**config.mk**
```make
export PLATFORM = sky130hd
export DESIGN_NAME = div
export DESIGN_NICKNAME = d
export VERILOG_FILES = /design/src/rtl/div.sv
export SDC_FILE = /design/constraint.sdc
export NUM_CORES = 1
export LEC_CHECK = 0
export BUFFER_PORTS_ARGS = -buffer_cell sky130_fd_sc_hd__clkbuf_2
export CAP_MARGIN = 20
export CELL_PAD_IN_SITES_DETAIL_PLACEMENT = 2
export CELL_PAD_IN_SITES_GLOBAL_PLACEMENT = 2
export CORE_MARGIN = 4
export CORE_UTILIZATION = 31
export DETAILED_ROUTE_END_ITERATION = 10
export PLACE_DENSITY = 0.87
export SYNTH_ARGS = -nofsm -noshare
export SYNTH_HDL_FRONTEND = slang
export SYNTH_SLANG_ARGS = --single-unit
```
**constraint.sdc**
```tcl
create_clock -name clk -period 2.6 [get_ports clk]
set_input_delay 0.52 -clock clk [delete_from_list [all_inputs] [get_ports clk]]
set_output_delay 0.52 -clock clk [all_outputs]
set_load 0.005 [all_outputs]
```
**src/rtl/div.sv**
```systemverilog
// Iterative 32-bit signed/unsigned restoring divider for DIV/DIVU.
// Produces one quotient bit per clock and returns {remainder, quotient}.
module div (
  input  logic        clk,
  input  logic        rst,
  input  logic        signed_div_i,
  input  logic [31:0] opdata1_i,
  input  logic [31:0] opdata2_i,
  input  logic        start_i,
  input  logic        annul_i,
  output logic [63:0] result_o,
  output logic        ready_o
);

  typedef enum logic [1:0] {FREE, BYZERO, ON, END} state_t;

  state_t      state, state_nxt;
  logic [5:0]  cnt, cnt_nxt;
  logic [64:0] work, work_nxt;
  logic [31:0] divisor, divisor_nxt;
  logic        dividend_neg, dividend_neg_nxt;
  logic        divisor_neg, divisor_neg_nxt;
  logic        signed_op, signed_op_nxt;
  logic [63:0] result_nxt;
  logic        ready_nxt;

  logic [31:0] abs_a, abs_b, quot, rem;
  logic [32:0] trial;

  // Magnitudes are only taken for signed operations with a negative operand.
  assign abs_a = (signed_div_i && opdata1_i[31]) ? (~opdata1_i + 32'd1) : opdata1_i;
  assign abs_b = (signed_div_i && opdata2_i[31]) ? (~opdata2_i + 32'd1) : opdata2_i;

  assign trial = {1'b0, work[63:32]} - {1'b0, divisor};

  // Quotient truncates toward zero; remainder follows the dividend's sign.
  assign quot = (signed_op && (dividend_neg ^ divisor_neg)) ? (~work[31:0] + 32'd1) : work[31:0];
  assign rem  = (signed_op && dividend_neg) ? (~work[64:33] + 32'd1) : work[64:33];

  always_ff @(posedge clk) begin
    if (!rst) begin
      state        <= FREE;
      cnt          <= 6'd0;
      work         <= 65'd0;
      divisor      <= 32'd0;
      dividend_neg <= 1'b0;
      divisor_neg  <= 1'b0;
      signed_op    <= 1'b0;
      result_o     <= 64'd0;
      ready_o      <= 1'b0;
    end else begin
      state        <= state_nxt;
      cnt          <= cnt_nxt;
      work         <= work_nxt;
      divisor      <= divisor_nxt;
      dividend_neg <= dividend_neg_nxt;
      divisor_neg  <= divisor_neg_nxt;
      signed_op    <= signed_op_nxt;
      result_o     <= result_nxt;
      ready_o      <= ready_nxt;
    end
  end

  always_comb begin
    state_nxt        = state;
    cnt_nxt          = cnt;
    work_nxt         = work;
    divisor_nxt      = divisor;
    dividend_neg_nxt = dividend_neg;
    divisor_neg_nxt  = divisor_neg;
    signed_op_nxt    = signed_op;
    result_nxt       = result_o;
    ready_nxt        = ready_o;

    if (annul_i) begin
      state_nxt  = FREE;
      cnt_nxt    = 6'd0;
      result_nxt = 64'd0;
      ready_nxt  = 1'b0;
    end else begin
      case (state)
        FREE: begin
          cnt_nxt    = 6'd0;
          result_nxt = 64'd0;
          ready_nxt  = 1'b0;
          if (start_i) begin
            if (opdata2_i == 32'd0) begin
              state_nxt = BYZERO;
            end else begin
              state_nxt        = ON;
              work_nxt         = {32'd0, abs_a, 1'b0};
              divisor_nxt      = abs_b;
              dividend_neg_nxt = opdata1_i[31];
              divisor_neg_nxt  = opdata2_i[31];
              signed_op_nxt    = signed_div_i;
            end
          end
        end
        BYZERO: begin
          state_nxt  = END;
          result_nxt = 64'd0;
          ready_nxt  = 1'b1;
        end
        ON: begin
          // Count reaching 32 means all bits are in; this edge only corrects signs.
          if (cnt != 6'd32) begin
            work_nxt = trial[32] ? {work[63:0], 1'b0} : {trial[31:0], work[31:0], 1'b1};
            cnt_nxt  = cnt + 6'd1;
          end else begin
            state_nxt  = END;
            result_nxt = {rem, quot};
            ready_nxt  = 1'b1;
          end
        end
        END: begin
          if (!start_i) begin
            state_nxt  = FREE;
            cnt_nxt    = 6'd0;
            result_nxt = 64'd0;
            ready_nxt  = 1'b0;
          end
        end
        default: begin
          state_nxt  = FREE;
          cnt_nxt    = 6'd0;
          result_nxt = 64'd0;
          ready_nxt  = 1'b0;
        end
      endcase
    end
  end

endmodule

```
* Word level (Yosys, flattened, before mapping) *
Index checks and enable logic that the tools add are counted.

operators by class
  multiplexer cells = 23
  add/subtract/negate cells = 6
  bitwise gates (word level) = 8
  reductions and logical operators = 15
  equality and inequality tests = 9

operators by type and width
  cell                     count
  $mux W65                 4
  $pmux W64 S3             1
  $pmux W65 S2             1
  $add A32 B1 Y32 const B  4
  $mux W32                 4
  $mux W64                 2
  $not A32 Y32             4
  $sub A32 B32 Y33         1
  $logic_not A32 Y1        1
  $pmux W6 S3              1
  $mux W6                  2
  $ne A2 B2 Y1 const B     5
  $mux W2                  4
  $pmux W2 S4              1
  $add A6 B1 Y6 const B    1
  $ne A6 B6 Y1 const B     1
  $reduce_and A3 Y1        2
  $reduce_and A5 Y1        1
  $eq A2 B2 Y1 const B     2
  $logic_and A1 B1 Y1      4
  $pmux W1 S4              1
  $reduce_and A4 Y1        1
  $reduce_or A2 Y1         2
  $not A1 Y1               3
  7 further kinds          8

storage, ports and cells
  bits in registers = 173
  bits of input ports = 69
  logic and storage cells = 70

* Logic depth before layout (Yosys ltp) *
  word-level depth = 6
  mapped depth = 13
  depth with buffers taken out = 11

* Worst setup path after synthesis *
Ideal clock, no wire load.

  path kind = reg2reg
  from = reg work[38]
  to = reg work[64]
  arrival = 2514 ps
  required time = 2475 ps
  cell stages (with the launch flop) = 10
  slack = -39 ps
  setup time = 125 ps
  cells stage by stage = dfxtp_1 > ha_1 > a21o_1 > or3_1 > o21a_1 > a2111oi_1 > nor2_1 > or4_1 > nand4_1 > o21ai_0

on the way
  cells in the longest elaborated chain, start to end = 4

RTL lines
  what                    RTL line  source
  from (decl)             19        logic [64:0] work, work_nxt;
  from (signal assigned)  54        work <= work_nxt;
  $sub A32 B32 Y33        34        assign trial = {1'b0, work[63:32]} - {1'b0, divisor};
  $mux W65                107       work_nxt = trial[32] ? {work[63:0], 1'b0} : {trial[31:0], work[31:0], 1'b1};
  $mux W65                106       if (cnt != 6'd32) begin
  $pmux W65 S2            81        case (state)

No other way between the ends. The select of a mux whose other input is x is not followed.
A chain may end at the register's enable or synchronous reset.

* Worst setup path after layout *
  from = reg work[48]
  to = reg work[63]

The elaborated chain is that of the path after synthesis.

==> metrics list <==
* Number of storage elements in the synthesis netlist: 173
- 134 I/O pins were placed.
- After detailed routing, the number of vias per cell comes to 6.72.
- Dividing the synthesized area by the synthesized cell count gives 7.78 um^2.
* Number of remaining DRC errors: 0
- Worst min-delay path class: in2reg
- IR analysis of the VDD net gives a maximum drop of 0.426 mV.
* DIE AREA: 0.0392 mm^2
* Post-route antenna net violation count: 0
* GP Congestion: 0.864
* Total clock buffers created by CTS: 17
* Xor-xnor portion of the synthesized cell area: 11.1%
- Synth Net Count: 1552
* Biggest area consumer among synthesized cells: sky130_fd_sc_hd__dfxtp_1
- For the worst-skew pair, the clock arrives at the later sink with an insertion delay of 0.51 ns.
* Hold Worst Slack: 0.451 ns
* Critical Path End Type: register
* Fraction of synthesized area in multiplexers: 0.715%
* Combinational family with the most area after synthesis: compound AO/OA/AOI/OAI gates
- Measured along the x axis, the die boundary spans 198 um.
* Gate count of the mapped netlist: 1438
* Aggregate global-route resource usage: 34.6%
- Routed wire length: 82000 um
- HPWL after DPL: 37600 um
* Via count of the routed design: 14900
* Clock slew seen by the registers of the worst setup and hold paths: 0.08 ns
- Maximum number of pins on one net before global-route repair: 55
* Antenna violations before repair: 0
- For this design the ratio of total power to cell area is 497 mW/mm^2.
* Crit start category: register
- Summed over all cells, the static leakage comes to 7.15 nW.
* Hold_buf cts: 0
* Total iterations of the first detailed-routing run: 6
- Switching portion of total power: 39.4%
- Maximum clock rate: 323 MHz
* Initial core utilization: 31.5%
- Post-synthesis to final-layout area growth: 48.4%
* Largest buffer count on any clock path: 2
- The synthesized netlist devotes 26.0% of its cell area to compound gates.
- The share of total power dissipated in sequential elements is 34.7%.
- Post-synth EDFFs: 0
- STA puts the critical path data arrival time at 3.48 ns.
- The top cell type by area accounts for 30.9% of the synthesized area.
* Number of global-route vias before repair: 15200
- Summed over all nets, the switching power comes to 0.00325 W.
* Clock period minus final worst setup slack: 3.10 ns
* Deepest level of the CTS H-tree: 4
- In this run the clock root is driven by a sky130_fd_sc_hd__clkbuf_16.
- Across the run, the number of max-cap violations was 0.
* Synthesis warning total: 0
- The floorplan has 69 rows.
- Cells with a size suffix above 1 make up 39.1% of the layout.
- Setup repair after global routing could not meet its margin everywhere.
* Portion of the clock cycle consumed by the worst path in the final layout: 119%
- Critical setup path kind: reg2reg
- Cell internal power was estimated by the tool at 0.00501 W.
* Area inside the core boundary: 0.0356 mm^2
- Relative slew slack: 28.3%
- Setup total negative slack: -14.84 ns
* Total congestion overflow after global routing: 0
* Worst setup slack after layout: -0.497 ns
- Overall die height: 198 um
* CP Data Required Time: 2.98 ns
* Layout Nets: 1863
- Post-synth ARST share: 0%
* Per-cell routed wire length: 36.9 um
* Run status: finished with violations
* Antenna diode count: 0
- During placement, the flow inserted port buffers numbering 133.
* Commonest cells after routing, fill and taps aside: sky130_fd_sc_hd__buf_4, sky130_fd_sc_hd__nand2_1, sky130_fd_sc_hd__dfxtp_1
* Total of endpoints with negative setup slack in the final report: 72
* Minimum setup slack after placement: -0.304 ns
- CTS tree: built
- Cell variety after synth: 70
- Adder-cell area share of the yosys netlist: 5.10%
* Synthesized cell area: 0.0112 mm^2
* Sinks on the clock net: 173
* Final hold violations: 0
* Worst-margin pin slew: 1.08 ns
- Of the total power, the clock network draws 35.2%.
- The first global-routing pass estimated 103000 um of wire.
- Worst R2R Setup Slack: -0.50 ns
- Initial DRC Count: 1861
- The synthesized netlist devotes 21.3% of its cell area to simple gates.
- Of all nets on the critical path, the largest fanout is 4.
- Ranked by total cell area, the synthesized netlist is headed by sky130_fd_sc_hd__dfxtp_1, sky130_fd_sc_hd__nand2_1, sky130_fd_sc_hd__xnor2_1, sky130_fd_sc_hd__xor2_1, sky130_fd_sc_hd__ha_1.
- The checks that failed: setup timing.
- Between clock sinks in the finished design, the worst skew comes to 0.0309 ns.
- Sequential share of the synthesized area: 30.9%
- Counting the fill cells in the layout gives 3810.
- Power share of the combinational group: 30.2%
* Slew Viols, Final: 0
- For this run, the leading register cell type out of synthesis is sky130_fd_sc_hd__dfxtp_1.
- The library cell used most frequently in the layout, excluding fill and tap cells, is sky130_fd_sc_hd__buf_4.
==> state kept, by name (all words and copies together), names as in the netlist <==
name / flops
signed_op: 1
work: 65
divisor: 32
ready_o: 1
dividend_neg: 1
state: 2
cnt: 6
divisor_neg: 1
result_o: 64
==> final timing paths <==
path,from,to,cells after the start
min,opdata2_i[31],divisor_neg,3
max reg2reg,work[48],work[63],11
max,work[48],work[63],11
min reg2reg,result_o[33],result_o[33],2
==> final cells by class <==
class	instances	area, um^2	share of cell area (%)
Sequential cell	173	3510	21.2
Tap cell	461	577	3.47
Multi-Input combinational cell	1127	9010	54.3
Clock buffer	17	425	2.56
Inverter	54	203	1.22
Timing Repair Buffer	376	2730	16.4
Clock inverter	15	148	0.889
==> cell families after synthesis <==
family / count (synthesis)
simple gates: 503
compound gates: 429
flops: 173
xor+xnor: 142
buf+inv: 138
fa+ha+maj: 45
mux: 8
==> critical path, stage by stage, from the launching register on <==
cell and delay, ns:
sky130_fd_sc_hd__dfxtp_1 0.52, sky130_fd_sc_hd__ha_2 0.34, sky130_fd_sc_hd__nand3_1 0.16, sky130_fd_sc_hd__a21oi_4 0.20
sky130_fd_sc_hd__o41a_1 0.37, sky130_fd_sc_hd__buf_6 0.18, sky130_fd_sc_hd__nor3_4 0.05, sky130_fd_sc_hd__a211oi_2 0.28
sky130_fd_sc_hd__buf_4 0.18, sky130_fd_sc_hd__mux2i_2 0.25, sky130_fd_sc_hd__nand4_1 0.18, sky130_fd_sc_hd__o21ai_1 0.29
==> through the flow <==
stage | total power (W) | std cells | cell area [um^2] | util, %
after floorplan | 0.00375 | 1438 | 11200 | -
after global placement | 0.00431 | 2127 | 13600 | 38.1
after detailed placement | 0.00445 | 2128 | 13600 | 38.2
after CTS | 0.00745 | 2191 | 15300 | 43.0
after global routing | 0.00835 | 2223 | 16600 | 46.7
final | 0.00826 | 2223 | 16600 | 46.7
==> cell usage after synthesis, types with 5 or more instances <==
| master | n |
|---|---|
| sky130_fd_sc_hd__a211oi_1 | 5 |
| sky130_fd_sc_hd__a21boi_0 | 11 |
| sky130_fd_sc_hd__a21o_1 | 20 |
| sky130_fd_sc_hd__a21oi_1 | 80 |
| sky130_fd_sc_hd__a22oi_1 | 36 |
| sky130_fd_sc_hd__a31oi_1 | 13 |
| sky130_fd_sc_hd__a32oi_1 | 12 |
| sky130_fd_sc_hd__and2_1 | 15 |
| sky130_fd_sc_hd__and3_1 | 6 |
| sky130_fd_sc_hd__buf_2 | 13 |
| sky130_fd_sc_hd__clkbuf_1 | 67 |
| sky130_fd_sc_hd__dfxtp_1 | 173 |
| sky130_fd_sc_hd__ha_1 | 44 |
| sky130_fd_sc_hd__inv_1 | 53 |
| sky130_fd_sc_hd__mux2i_1 | 8 |
| sky130_fd_sc_hd__nand2_1 | 187 |
| sky130_fd_sc_hd__nand2b_1 | 9 |
| sky130_fd_sc_hd__nand3_1 | 58 |
| sky130_fd_sc_hd__nand4_1 | 10 |
| sky130_fd_sc_hd__nor2_1 | 113 |
| sky130_fd_sc_hd__nor2b_1 | 8 |
| sky130_fd_sc_hd__nor3_1 | 24 |
| sky130_fd_sc_hd__nor4_1 | 22 |
| sky130_fd_sc_hd__o211a_1 | 37 |
| sky130_fd_sc_hd__o211ai_1 | 10 |
| sky130_fd_sc_hd__o21a_1 | 8 |
| sky130_fd_sc_hd__o21ai_0 | 105 |
| sky130_fd_sc_hd__o21ai_1 | 13 |
| sky130_fd_sc_hd__o21ai_2 | 5 |
| sky130_fd_sc_hd__o311ai_1 | 13 |
| sky130_fd_sc_hd__o31ai_1 | 23 |
| sky130_fd_sc_hd__o41ai_1 | 8 |
| sky130_fd_sc_hd__or2_2 | 7 |
| sky130_fd_sc_hd__or3_1 | 16 |
| sky130_fd_sc_hd__or4_1 | 10 |
| sky130_fd_sc_hd__xnor2_1 | 75 |
| sky130_fd_sc_hd__xor2_1 | 67 |
==> timing repair <==
action                     4_1_cts  5_1_grt
gates resized for setup        185      239
cloned                           4        0
setup buffers                   28       38
pin swaps                       56       96
setup endpoints to repair       67       87
==> power by group through the flow <==
stage	logic, W	registers [W]	clock network (W)
finish	0.00249	0.00286	0.00290
CTS	0.00189	0.00283	0.00273
detailed placement	0.00156	0.00288	0
floorplan	0.000897	0.00286	0
global placement	0.00144	0.00287	0
global route	0.00253	0.00286	0.00296
==> routing by layer <==
| metal | part of all wire, % | GRT usage, % | vias to the layer above |
|---|---|---|---|
| met5 | 0 | 0 | - |
| met4 | 9.1 | 20.0 | 0 |
| met3 | 9.5 | 8.81 | 525 |
| met2 | 45 | 56.7 | 1282 |
| met1 | 37 | 41.1 | 7370 |
| li1 | - | - | 5768 |
(Power assumes the default switching activity.)
